===== config.mk =====
export PLATFORM = sky130hd
export DESIGN_NAME = time_set_ctrl
export DESIGN_NICKNAME = d
export VERILOG_FILES = /design/src/rtl/time_set_ctrl.sv
export SDC_FILE = /design/constraint.sdc
export NUM_CORES = 1
export LEC_CHECK = 0
export CORE_AREA = 2 2 117 108
export CTS_CLUSTER_DIAMETER = 80
export DETAILED_ROUTE_END_ITERATION = 7
export DIE_AREA = 0 0 119 110
export GPL_TIMING_DRIVEN = 0
export HOLD_SLACK_MARGIN = 0.15
export PLACE_DENSITY = 0.61
export SYNTH_ARGS = -nofsm -noshare
export SYNTH_HDL_FRONTEND = slang
export SYNTH_SLANG_ARGS = --single-unit

===== constraint.sdc =====
create_clock -name clk -period 2.35 [get_ports clk]
set_input_delay 0.705 -clock clk [delete_from_list [all_inputs] [get_ports clk]]
set_output_delay 0.705 -clock clk [all_outputs]
set_load 0.01 [all_outputs]

===== src/rtl/time_set_ctrl.sv =====
// Time-setting controller: turns debounced mode/inc/dec levels into an edit session
// that freezes the time counters, steps hours then minutes, and ends with a load strobe.
module time_set_ctrl #(
  parameter int HOURS_MAX    = 24,
  parameter int MINUTES_MAX  = 60,
  parameter int REPEAT_DELAY = 50_000_000,
  parameter int REPEAT_RATE  = 10_000_000
) (
  input  logic                           clk,
  input  logic                           rst,
  input  logic                           btn_mode,
  input  logic                           btn_inc,
  input  logic                           btn_dec,
  input  logic [$clog2(HOURS_MAX):0]     cur_hours,
  input  logic [$clog2(MINUTES_MAX):0]   cur_minutes,
  output logic                           run_en,
  output logic                           load_new_time,
  output logic                           clear_seconds,
  output logic [$clog2(HOURS_MAX):0]     new_hours,
  output logic [$clog2(MINUTES_MAX):0]   new_minutes,
  output logic                           editing_hours,
  output logic                           editing_minutes
);

  localparam int HW      = $clog2(HOURS_MAX) + 1;
  localparam int MW      = $clog2(MINUTES_MAX) + 1;
  localparam int CNT_MAX = (REPEAT_DELAY > REPEAT_RATE) ? REPEAT_DELAY : REPEAT_RATE;
  localparam int CW      = $clog2(CNT_MAX + 1);

  typedef enum logic [1:0] {
    ST_RUN     = 2'd0,
    ST_SET_HR  = 2'd1,
    ST_SET_MIN = 2'd2
  } state_t;

  state_t          r_state;
  state_t          w_state_nxt;
  logic            r_mode_prev, r_inc_prev, r_dec_prev;
  logic [CW-1:0]   r_inc_cnt, r_dec_cnt;
  logic            r_inc_rep, r_dec_rep;
  logic [HW-1:0]   r_hours, w_hours_nxt;
  logic [MW-1:0]   r_minutes, w_minutes_nxt;
  logic            r_run_en, r_load, r_clr, r_edit_hr, r_edit_min;
  logic            w_run_en_nxt, w_load_nxt, w_edit_hr_nxt, w_edit_min_nxt;
  logic            w_mode_press, w_inc_press, w_dec_press;
  logic            w_step_ok, w_inc_fire, w_dec_fire, w_inc_step, w_dec_step;
  logic [CW-1:0]   w_inc_lim, w_dec_lim;
  logic [CW:0]     w_inc_hold_nxt, w_dec_hold_nxt;

  // Hold-counter update: {repeating, count}; count 0 means idle until the next press.
  function automatic logic [CW:0] hold_next(input logic          active,
                                            input logic          press,
                                            input logic          fire,
                                            input logic [CW-1:0] cnt,
                                            input logic          rep);
    logic [CW:0] res;
    res = {(CW+1){1'b0}};
    if (active) begin
      if (press) begin
        res = {1'b0, CW'(1)};
      end else if (fire) begin
        res = {1'b1, CW'(1)};
      end else if (cnt != {CW{1'b0}}) begin
        res = {rep, cnt + CW'(1)};
      end else begin
        res = {(CW+1){1'b0}};
      end
    end else begin
      res = {(CW+1){1'b0}};
    end
    return res;
  endfunction

  function automatic logic [HW-1:0] hr_step(input logic [HW-1:0] v, input logic up);
    if (up) return (v >= HW'(HOURS_MAX - 1)) ? {HW{1'b0}} : v + HW'(1);
    else    return (v == {HW{1'b0}} || v >= HW'(HOURS_MAX)) ? HW'(HOURS_MAX - 1) : v - HW'(1);
  endfunction

  function automatic logic [MW-1:0] min_step(input logic [MW-1:0] v, input logic up);
    if (up) return (v >= MW'(MINUTES_MAX - 1)) ? {MW{1'b0}} : v + MW'(1);
    else    return (v == {MW{1'b0}} || v >= MW'(MINUTES_MAX)) ? MW'(MINUTES_MAX - 1) : v - MW'(1);
  endfunction

  assign w_mode_press = btn_mode & ~r_mode_prev;
  assign w_inc_press  = btn_inc & ~r_inc_prev;
  assign w_dec_press  = btn_dec & ~r_dec_prev;

  // Step sources: press step plus auto-repeat while one step button is held alone.
  always_comb begin
    w_step_ok      = (r_state != ST_RUN) & ~w_mode_press & ~(btn_inc & btn_dec);
    w_inc_lim      = r_inc_rep ? CW'(REPEAT_RATE) : CW'(REPEAT_DELAY);
    w_dec_lim      = r_dec_rep ? CW'(REPEAT_RATE) : CW'(REPEAT_DELAY);
    w_inc_fire     = btn_inc & ~w_inc_press & (r_inc_cnt != {CW{1'b0}}) & (r_inc_cnt == w_inc_lim);
    w_dec_fire     = btn_dec & ~w_dec_press & (r_dec_cnt != {CW{1'b0}}) & (r_dec_cnt == w_dec_lim);
    w_inc_step     = w_step_ok & (w_inc_press | w_inc_fire);
    w_dec_step     = w_step_ok & (w_dec_press | w_dec_fire);
    w_inc_hold_nxt = hold_next(w_step_ok & btn_inc, w_inc_press, w_inc_fire, r_inc_cnt, r_inc_rep);
    w_dec_hold_nxt = hold_next(w_step_ok & btn_dec, w_dec_press, w_dec_fire, r_dec_cnt, r_dec_rep);
  end

  // State register.
  always_ff @(posedge clk) begin
    if (!rst) begin
      r_state <= ST_RUN;
    end else begin
      r_state <= w_state_nxt;
    end
  end

  // Next-state logic: mode press cycles RUN -> SET_HR -> SET_MIN -> RUN.
  always_comb begin
    w_state_nxt = r_state;
    case (r_state)
      ST_RUN:     w_state_nxt = w_mode_press ? ST_SET_HR  : ST_RUN;
      ST_SET_HR:  w_state_nxt = w_mode_press ? ST_SET_MIN : ST_SET_HR;
      ST_SET_MIN: w_state_nxt = w_mode_press ? ST_RUN     : ST_SET_MIN;
      default:    w_state_nxt = ST_RUN;
    endcase
  end

  // Output logic: next values of the registered outputs and edit registers.
  always_comb begin
    w_run_en_nxt   = (w_state_nxt == ST_RUN);
    w_edit_hr_nxt  = (w_state_nxt == ST_SET_HR);
    w_edit_min_nxt = (w_state_nxt == ST_SET_MIN);
    w_load_nxt     = (r_state == ST_SET_MIN) & w_mode_press;
    w_hours_nxt    = r_hours;
    w_minutes_nxt  = r_minutes;
    case (r_state)
      ST_RUN: begin
        if (w_mode_press) begin
          w_hours_nxt   = (cur_hours < HW'(HOURS_MAX)) ? cur_hours : {HW{1'b0}};
          w_minutes_nxt = (cur_minutes < MW'(MINUTES_MAX)) ? cur_minutes : {MW{1'b0}};
        end else begin
          w_hours_nxt   = r_hours;
          w_minutes_nxt = r_minutes;
        end
      end
      ST_SET_HR: begin
        if (w_inc_step | w_dec_step) begin
          w_hours_nxt = hr_step(r_hours, w_inc_step);
        end else begin
          w_hours_nxt = r_hours;
        end
      end
      ST_SET_MIN: begin
        if (w_inc_step | w_dec_step) begin
          w_minutes_nxt = min_step(r_minutes, w_inc_step);
        end else begin
          w_minutes_nxt = r_minutes;
        end
      end
      default: begin
        w_hours_nxt   = r_hours;
        w_minutes_nxt = r_minutes;
      end
    endcase
  end

  // Output, edit, press-history and hold-counter registers.
  always_ff @(posedge clk) begin
    if (!rst) begin
      r_mode_prev <= 1'b0;
      r_inc_prev  <= 1'b0;
      r_dec_prev  <= 1'b0;
      r_inc_cnt   <= {CW{1'b0}};
      r_dec_cnt   <= {CW{1'b0}};
      r_inc_rep   <= 1'b0;
      r_dec_rep   <= 1'b0;
      r_hours     <= {HW{1'b0}};
      r_minutes   <= {MW{1'b0}};
      r_run_en    <= 1'b1;
      r_load      <= 1'b0;
      r_clr       <= 1'b0;
      r_edit_hr   <= 1'b0;
      r_edit_min  <= 1'b0;
    end else begin
      r_mode_prev <= btn_mode;
      r_inc_prev  <= btn_inc;
      r_dec_prev  <= btn_dec;
      {r_inc_rep, r_inc_cnt} <= w_inc_hold_nxt;
      {r_dec_rep, r_dec_cnt} <= w_dec_hold_nxt;
      r_hours     <= w_hours_nxt;
      r_minutes   <= w_minutes_nxt;
      r_run_en    <= w_run_en_nxt;
      r_load      <= w_load_nxt;
      r_clr       <= w_load_nxt;
      r_edit_hr   <= w_edit_hr_nxt;
      r_edit_min  <= w_edit_min_nxt;
    end
  end

  assign run_en          = r_run_en;
  assign load_new_time   = r_load;
  assign clear_seconds   = r_clr;
  assign new_hours       = r_hours;
  assign new_minutes     = r_minutes;
  assign editing_hours   = r_edit_hr;
  assign editing_minutes = r_edit_min;

endmodule


==> results.py, run 1 <==
metrics = {
    "cts": {
        "clockRootBuffer": "clkbuf_16",
        "clkSinkCount": 76,
        "clk_pin_slew_ps": 60,
        "cts_tree": "built",
        "cts.path.max_buffers": 2,
        "numCtsBuffers": 9,
        "ctsHoldBuffers": 0,
        "htreeDepth": 3,
        "clkLatencyLatePin_ps": 330,
    },
    "worst_setup_path": {
        "path_cells": "or4b_1 > or3_4 > a2111o_1 > a21boi_2 > buf_6 > o21ai_2 > a32oi_1 > a21oi_1",
        "r2r_slack_ps": -170,
        "startpoint_type": "flip-flop",
        "endpoint": "new_minutes[5]$_SDFFE_PN0P_",
        "r2r_end": "new_minutes[5]$_SDFFE_PN0P_",
        "worst_path_max_delay_cell": "or4b_1",
        "cp.required_ps": 2560,
        "reg2reg_depth": 8,
        "cp-startpoint": "r_inc_cnt[9]$_SDFF_PP0_",
        "worstSetupEndpointType": "flip-flop",
        "critPathMaxStageDelay_ps": 490,
        "path_class": "reg -> reg",
        "cp_data_arrival_time_ps": 2730,
        "cp_max_fo": 5,
        "r2r-start": "r_inc_cnt[9]$_SDFF_PP0_",
    },
    "die": {
        "die_area_um2": 13100,
        "core_area_um2": 11800,
        "start_util": 0.343,
        "fp.dieH_um": 110,
        "pin_count": 36,
        "rows": 38,
        "die_w_um": 119,
    },
    "synthesis": {
        "synth_seq_cells": 76,
        "ys_types": 56,
        "synth.net_count": 523,
        "ys_warn_count": 0,
        "synth_top_cell_area_share": 0.375,
        "async_reset_ff_frac": 0,
        "synth_top_cell_by_area": "dfxtp_1",
        "synth_area_per_cell_um2": 8.18,
        "synth.cell_area_um2": 4060,
        "synth_edf_count": 0,
        "ys_top_cells_by_area": "dfxtp_1 (38%), nor2_1 (6.8%), xor2_1 (6.0%)",
        "synth_cells": 496,
        "synth-main-ff-cell": "dfxtp_1",
        "ys_seq_area_frac": 0.375,
    },
    "grt": {
        "grt_pass1_wl_um": 17600,
        "grt_overflow_total": 0,
        "grt_max_degree": 12,
        "grt.total_usage": 0.165,
        "grt_pass1_vias": 3689,
        "antenna_found_initial": 0,
    },
    "finish": {
        "area_delta_synth_final_pct": 28.5,
        "diodes": 0,
        "fill_cells": 1160,
        "layout.cells.non_filler": 723,
        "finalNetCount": 586,
        "drive_gt1_frac": 0.140,
        "final_cell_mix": "nor2_1 (73), dfxtp_1 (73), nand2_1 (42), clkdlybuf4s50_1 (33), nand3_1 (32)",
        "final_util": 0.440,
    },
    "sta": {
        "period_needed_ps": 2520,
        "setup_tns_ps": -2360,
        "setup_violations": 34,
        "rsz0062_at_grt": "yes",
        "skew_ps": 5.78,
        "drv_slew": 0,
        "finalHoldViolations": 0,
        "fmax_mhz": 396,
        "worst_pin_slew_ps": 705,
        "setup_ws_ps": -173,
        "period_share": 1.07,
        "max_slew_margin": 0.527,
    },
    "routing": {
        "finalWirelength_um": 10300,
        "drc_errors": 0,
        "drt_iter0_markers": 161,
        "ant_nets": 0,
        "viasPerCell": 5.17,
        "wire_per_inst_um": 14.3,
        "dr_total_vias": 3735,
        "first_pass_iters": 4,
    },
    "worst_hold_path": {
        "hold_path.class": "reg -> reg",
    },
    "power_and_ir_drop": {
        "p_leak_nw": 1.73,
        "power_density_nw_per_um2": 622,
        "ir_worst_vdd_uv": 335,
    },
    "status": {
        "violations": "negative setup slack",
        "status": "complete, but fails checks",
    },
    "place": {
        "dp_cells": 691,
        "gp_congestion": 0.883,
        "portBuffers": 35,
        "dpl.hpwl_um": 7250,
    },
    "flow_run": {
        "maxCapViolCount": 0,
    },
}
==> worst min path at each step <==
| stage | cells past startpoint | startpoint | slack, ps | to |
|---|---|---|---|---|
| after floorplan | 1 | r_mode_prev$_SDFF_PN0_ | 390 | clear_seconds$_SDFF_PN0_ |
| after global placement | 1 | r_mode_prev$_SDFF_PN0_ | 400 | clear_seconds$_SDFF_PN0_ |
| after detailed placement | 1 | r_mode_prev$_SDFF_PN0_ | 410 | clear_seconds$_SDFF_PN0_ |
| after CTS | 1 | r_mode_prev$_SDFF_PN0_ | 420 | clear_seconds$_SDFF_PN0_ |
| after global routing | 1 | r_mode_prev$_SDFF_PN0_ | 440 | clear_seconds$_SDFF_PN0_ |
| final | 1 | r_mode_prev$_SDFF_PN0_ | 420 | clear_seconds$_SDFF_PN0_ |
==> layer usage <==
metal	wire, um	vias to the layer above	GRT usage	part of all wire
met3	439	23	0.0334	0.043
met4	200	0	0.0638	0.019
met2	4840	92	0.275	0.47
li1	-	1872	-	-
met5	0	-	0	0
met1	4830	1748	0.213	0.47
==> cell families (layout without fill, tap and decap cells) <==
logic type,after synthesis,in the layout,synth area share
compound gates,83,83,0.139
xor+xnor,52,52,0.112
fa+ha+maj,9,9,0.0278
buf+inv,39,106,0.0503
flops,76,76,0.375
mux,1,1,0.00247
simple gates,236,236,0.293
==> worst max-delay path: cells and delay by family (launching register included) <==
family                 cells  cell delay [ps]
DFF                        1              340
AOI/OAI and AO/OA          5             1030
and+or+nand+nor            2              850
buffers and inverters      1              170
==> repair_timing <==
action                     4_1_cts  5_1_grt
pin swaps                        6        3
resized for setup               37       20
buffers inserted                 6        8
setup endpoints to repair       63       59
gates cloned                     2        2
==> synthesized netlist by cell type, types with 5 or more instances <==
cell type / n
nand4_1: 15
ha_1: 9
and3_1: 8
nor2_1: 74
nand3_1: 34
nand2_1: 42
xor2_1: 28
clkbuf_8: 5
o21ai_0: 30
or3_1: 9
a31oi_1: 9
dfxtp_1: 76
nor3_1: 13
and4_1: 5
inv_1: 18
xnor2_1: 24
a21oi_1: 17
clkbuf_1: 12
nor4_1: 9
==> sequential cells by signal, indices dropped and copies added (netlist names) <==
signal / cells
r_mode_prev: 1
editing_minutes: 1
r_inc_prev: 1
r_dec_prev: 1
r_dec_cnt: 26
run_en: 1
clear_seconds: 1
new_hours: 6
r_state: 2
r_inc_rep: 1
editing_hours: 1
new_minutes: 7
r_inc_cnt: 26
r_dec_rep: 1
==> where the power goes <==
| group | internal, W | switching [W] | leakage [nW] | total [W] |
|---|---|---|---|---|
| Combinational | 0.000231 | 0.000251 | 0.967 | 0.000482 |
| Sequential | 0.00132 | 0.0000328 | 0.618 | 0.00135 |
| Clock | 0.000904 | 0.000498 | 0.149 | 0.00140 |
==> cell type report <==
type                       instances  area (um2)  area share
sequential                        76        1530       0.293
multi-input combinational        381        2420       0.465
timing repair buffer              53         523       0.100
clock inverter                     1        30.0     0.00576
tap                              160         200      0.0384
inverter                          18        67.6      0.0130
buffer                            20         166      0.0319
clock buffer                      14         274      0.0526
==> through the flow <==
stage	total power (W)	hold slack [ps]	cell area, um2	worst slack, ps
5_1_grt	0.00339	436	5210	-267
3_3_place_gp	0.00181	401	4610	-868
3_5_place_dp	0.00181	411	4610	-936
6_report	0.00324	418	5210	-173
4_1_cts	0.00326	422	5060	-191
2_1_floorplan	0.00166	389	4060	-5.41
Note: power is estimated with default switching activity, not from simulation.
==> run 2: changes to the inputs <==
--- a/config.mk
+++ b/config.mk
@@ -7,6 +7,7 @@
 export LEC_CHECK = 0
 export CORE_AREA = 2 2 117 108
 export CTS_CLUSTER_DIAMETER = 80
+export CTS_CLUSTER_SIZE = 12
 export DETAILED_ROUTE_END_ITERATION = 7
 export DIE_AREA = 0 0 119 110
 export GPL_TIMING_DRIVEN = 0
==> results of run 2 <==
No change in the layout: final DEF, timing and power equal those of run 1.
==> run 3: changes to the inputs <==
--- a/config.mk
+++ b/config.mk
@@ -6,13 +6,14 @@
 export NUM_CORES = 1
 export LEC_CHECK = 0
 export CORE_AREA = 2 2 117 108
+export CTS_BUF_LIST = sky130_fd_sc_hd__clkbuf_8
 export CTS_CLUSTER_DIAMETER = 80
 export CTS_CLUSTER_SIZE = 12
 export DETAILED_ROUTE_END_ITERATION = 7
 export DIE_AREA = 0 0 119 110
 export GPL_TIMING_DRIVEN = 0
 export HOLD_SLACK_MARGIN = 0.15
-export PLACE_DENSITY = 0.61
+export PLACE_DENSITY = 0.55
 export SYNTH_ARGS = -nofsm -noshare
 export SYNTH_HDL_FRONTEND = slang
 export SYNTH_SLANG_ARGS = --single-unit
==> run 3 against run 2 <==
Setup slack better by 33 ps. Register-to-register slack gained 30 ps. Non-clock buffer count fell by 6. Sequential share of layout area is 1.1 points higher. Final area decreased by 3.6%. Total power shrank 12%. First-iteration DRC count grew 14%. The run still ends with negative setup slack left. Clock power is 26% lower. Clock skew increased by 4.2 ps. Largest power group is now registers. Utilization shrank 1.6 points. Combinational power is 3% lower.
==> results.py, run 3 (synthesis results as in run 1) <==
metrics = {
    "grt": {
        "antenna_found_initial": 0,
        "grt_overflow_total": 0,
        "grt_max_degree": 13,
        "grt.total_usage": 0.158,
        "grt_pass1_vias": 3481,
        "grt_pass1_wl_um": 16700,
    },
    "finish": {
        "final_common_cell": "dfxtp_1",
        "diodes": 0,
        "area_delta_synth_final_pct": 23.9,
        "finalNetCount": 580,
        "drive_gt1_frac": 0.138,
        "final_cell_mix": "dfxtp_1 (73), nor2_1 (72), nand2_1 (42), clkdlybuf4s50_1 (33), nand3_1 (32)",
        "finalInstanceArea_um2": 5020,
    },
    "place": {
        "placed_cell_area_um2": 4610,
        "portBuffers": 35,
        "gp_congestion": 0.845,
        "dpl.hpwl_um": 7090,
    },
    "sta": {
        "finalHoldViolations": 0,
        "period_share": 1.06,
        "worst_pin_slew_ps": 633,
        "drv_slew": 0,
        "fmax_mhz": 402,
        "rsz0062_at_grt": "yes",
        "setup_ws_ps": -140,
        "setup_tns_ps": -1220,
        "setup_violations": 12,
        "skew_ps": 9.99,
        "max_slew_margin": 0.574,
        "period_needed_ps": 2490,
    },
    "power_and_ir_drop": {
        "net-switching-power_w": 0.000769,
        "switching_share": 0.270,
        "p_leak_nw": 1.65,
        "clock_power_share": 0.361,
        "power_w": 0.00285,
        "power_density_nw_per_um2": 567,
        "intPower_w": 0.00208,
        "ir_worst_vdd_uv": 258,
        "p_comb_frac": 0.164,
        "p_seq_frac": 0.475,
    },
    "die": {
        "core_area_um2": 11800,
        "pin_count": 36,
        "die_w_um": 119,
        "start_util": 0.343,
        "die_area_um2": 13100,
        "rows": 38,
        "fp.dieH_um": 110,
    },
    "cts": {
        "cts_tree": "built",
        "clkSinkCount": 76,
        "clockRootBuffer": "clkbuf_8",
        "clkLatencyLatePin_ps": 350,
        "htreeDepth": 3,
        "numCtsBuffers": 9,
        "cts.path.max_buffers": 2,
        "clk_pin_slew_ps": 80,
    },
    "routing": {
        "dr_total_vias": 3705,
        "drt_iter0_markers": 184,
        "finalWirelength_um": 9900,
        "ant_nets": 0,
        "wire_per_inst_um": 13.8,
        "first_pass_iters": 4,
        "drc_errors": 0,
        "viasPerCell": 5.16,
    },
    "flow_run": {
        "maxCapViolCount": 0,
    },
    "worst_setup_path": {
        "worstSetupEndpointType": "flip-flop",
        "cp_data_arrival_time_ps": 2730,
        "cp.required_ps": 2590,
        "startpoint_type": "flip-flop",
        "cp_max_fo": 3,
        "path_class": "reg -> reg",
    },
    "status": {
        "status": "complete, but fails checks",
        "violations": "negative setup slack",
    },
    "worst_hold_path": {
        "hold_path.class": "reg -> reg",
    },
}
## run 3: changes by cell type in the layout (fill, tap and decap cells not counted), sizes merged
| cell | delta |
|---|---|
| clkinvlp | +1 |
| clkbuf | -4 |
| clkinv | +2 |
| inv | +1 |
| buf | -5 |
## run 3: per-layer routing
| layer | part of all wire | GRT usage | up-vias | wire length [um] |
|---|---|---|---|---|
| met5 | 0 | 0 | - | 0 |
| met4 | 0.011 | 0.0493 | 0 | 113 |
| met3 | 0.052 | 0.0386 | 9 | 518 |
| met2 | 0.46 | 0.264 | 84 | 4590 |
| met1 | 0.47 | 0.203 | 1748 | 4690 |
| li1 | - | - | 1864 | - |
## run 3: power by group through the flow
stage	clock (W)	combinational [W]	sequential (W)
detailed placement	0	0.000427	0.00138
CTS	0.00107	0.000453	0.00135
finish	0.00103	0.000467	0.00135
global route	0.00112	0.000517	0.00136
floorplan	0	0.000270	0.00139
global placement	0	0.000427	0.00138
## run 3: per-stage QoR
step                utilization  worst slack (ps)  hold WS, ps  std cells
floorplan                     -             -5.41          389        496
global placement          0.390              -882          403        691
detailed placement        0.390              -938          408        691
CTS                       0.416              -170          418        713
global route              0.424              -262          428        718
finish                    0.424              -140          412        718
## run 3: path summary, 6_finish.rpt
kind	from	endpoint	slack, ps	cells past startpoint
worst max-delay path	r_inc_cnt[9]$_SDFF_PP0_	new_minutes[3]$_SDFFE_PN0P_	-140	8
worst min-delay path	r_mode_prev$_SDFF_PN0_	clear_seconds$_SDFF_PN0_	410	1
worst max register to register	r_inc_cnt[9]$_SDFF_PP0_	new_minutes[3]$_SDFFE_PN0P_	-140	8
worst min register to register	r_mode_prev$_SDFF_PN0_	clear_seconds$_SDFF_PN0_	410	1
## run 3: what timing repair did
item | 4_1_cts | 5_1_grt
setup buffers | 6 | 4
pin swaps | 12 | 7
hold buffers | 0 | 0
gates cloned | 1 | 1
endpoints found under the setup margin | 63 | 60
gates resized for setup | 35 | 19
## run 3: final cells by class
type | instances | area [um2]
fillers | 1193 | 6810
multi-input cells | 381 | 2420
flip-flops and latches | 76 | 1530
repair buffers | 47 | 435
well taps | 160 | 200
plain buffers | 20 | 168
clock buffers | 11 | 151
inverters | 18 | 67.6
clock inverters | 5 | 51.3
## run 3: critical path, cell delays in order, from the launching register on
cell and delay [ps]:
dfxtp_4 350, or4b_1 480, or3_4 360, a2111o_1 440
a21boi_2 240, buf_4 180, o21ai_2 50, a32oi_1 190
a21oi_1 90
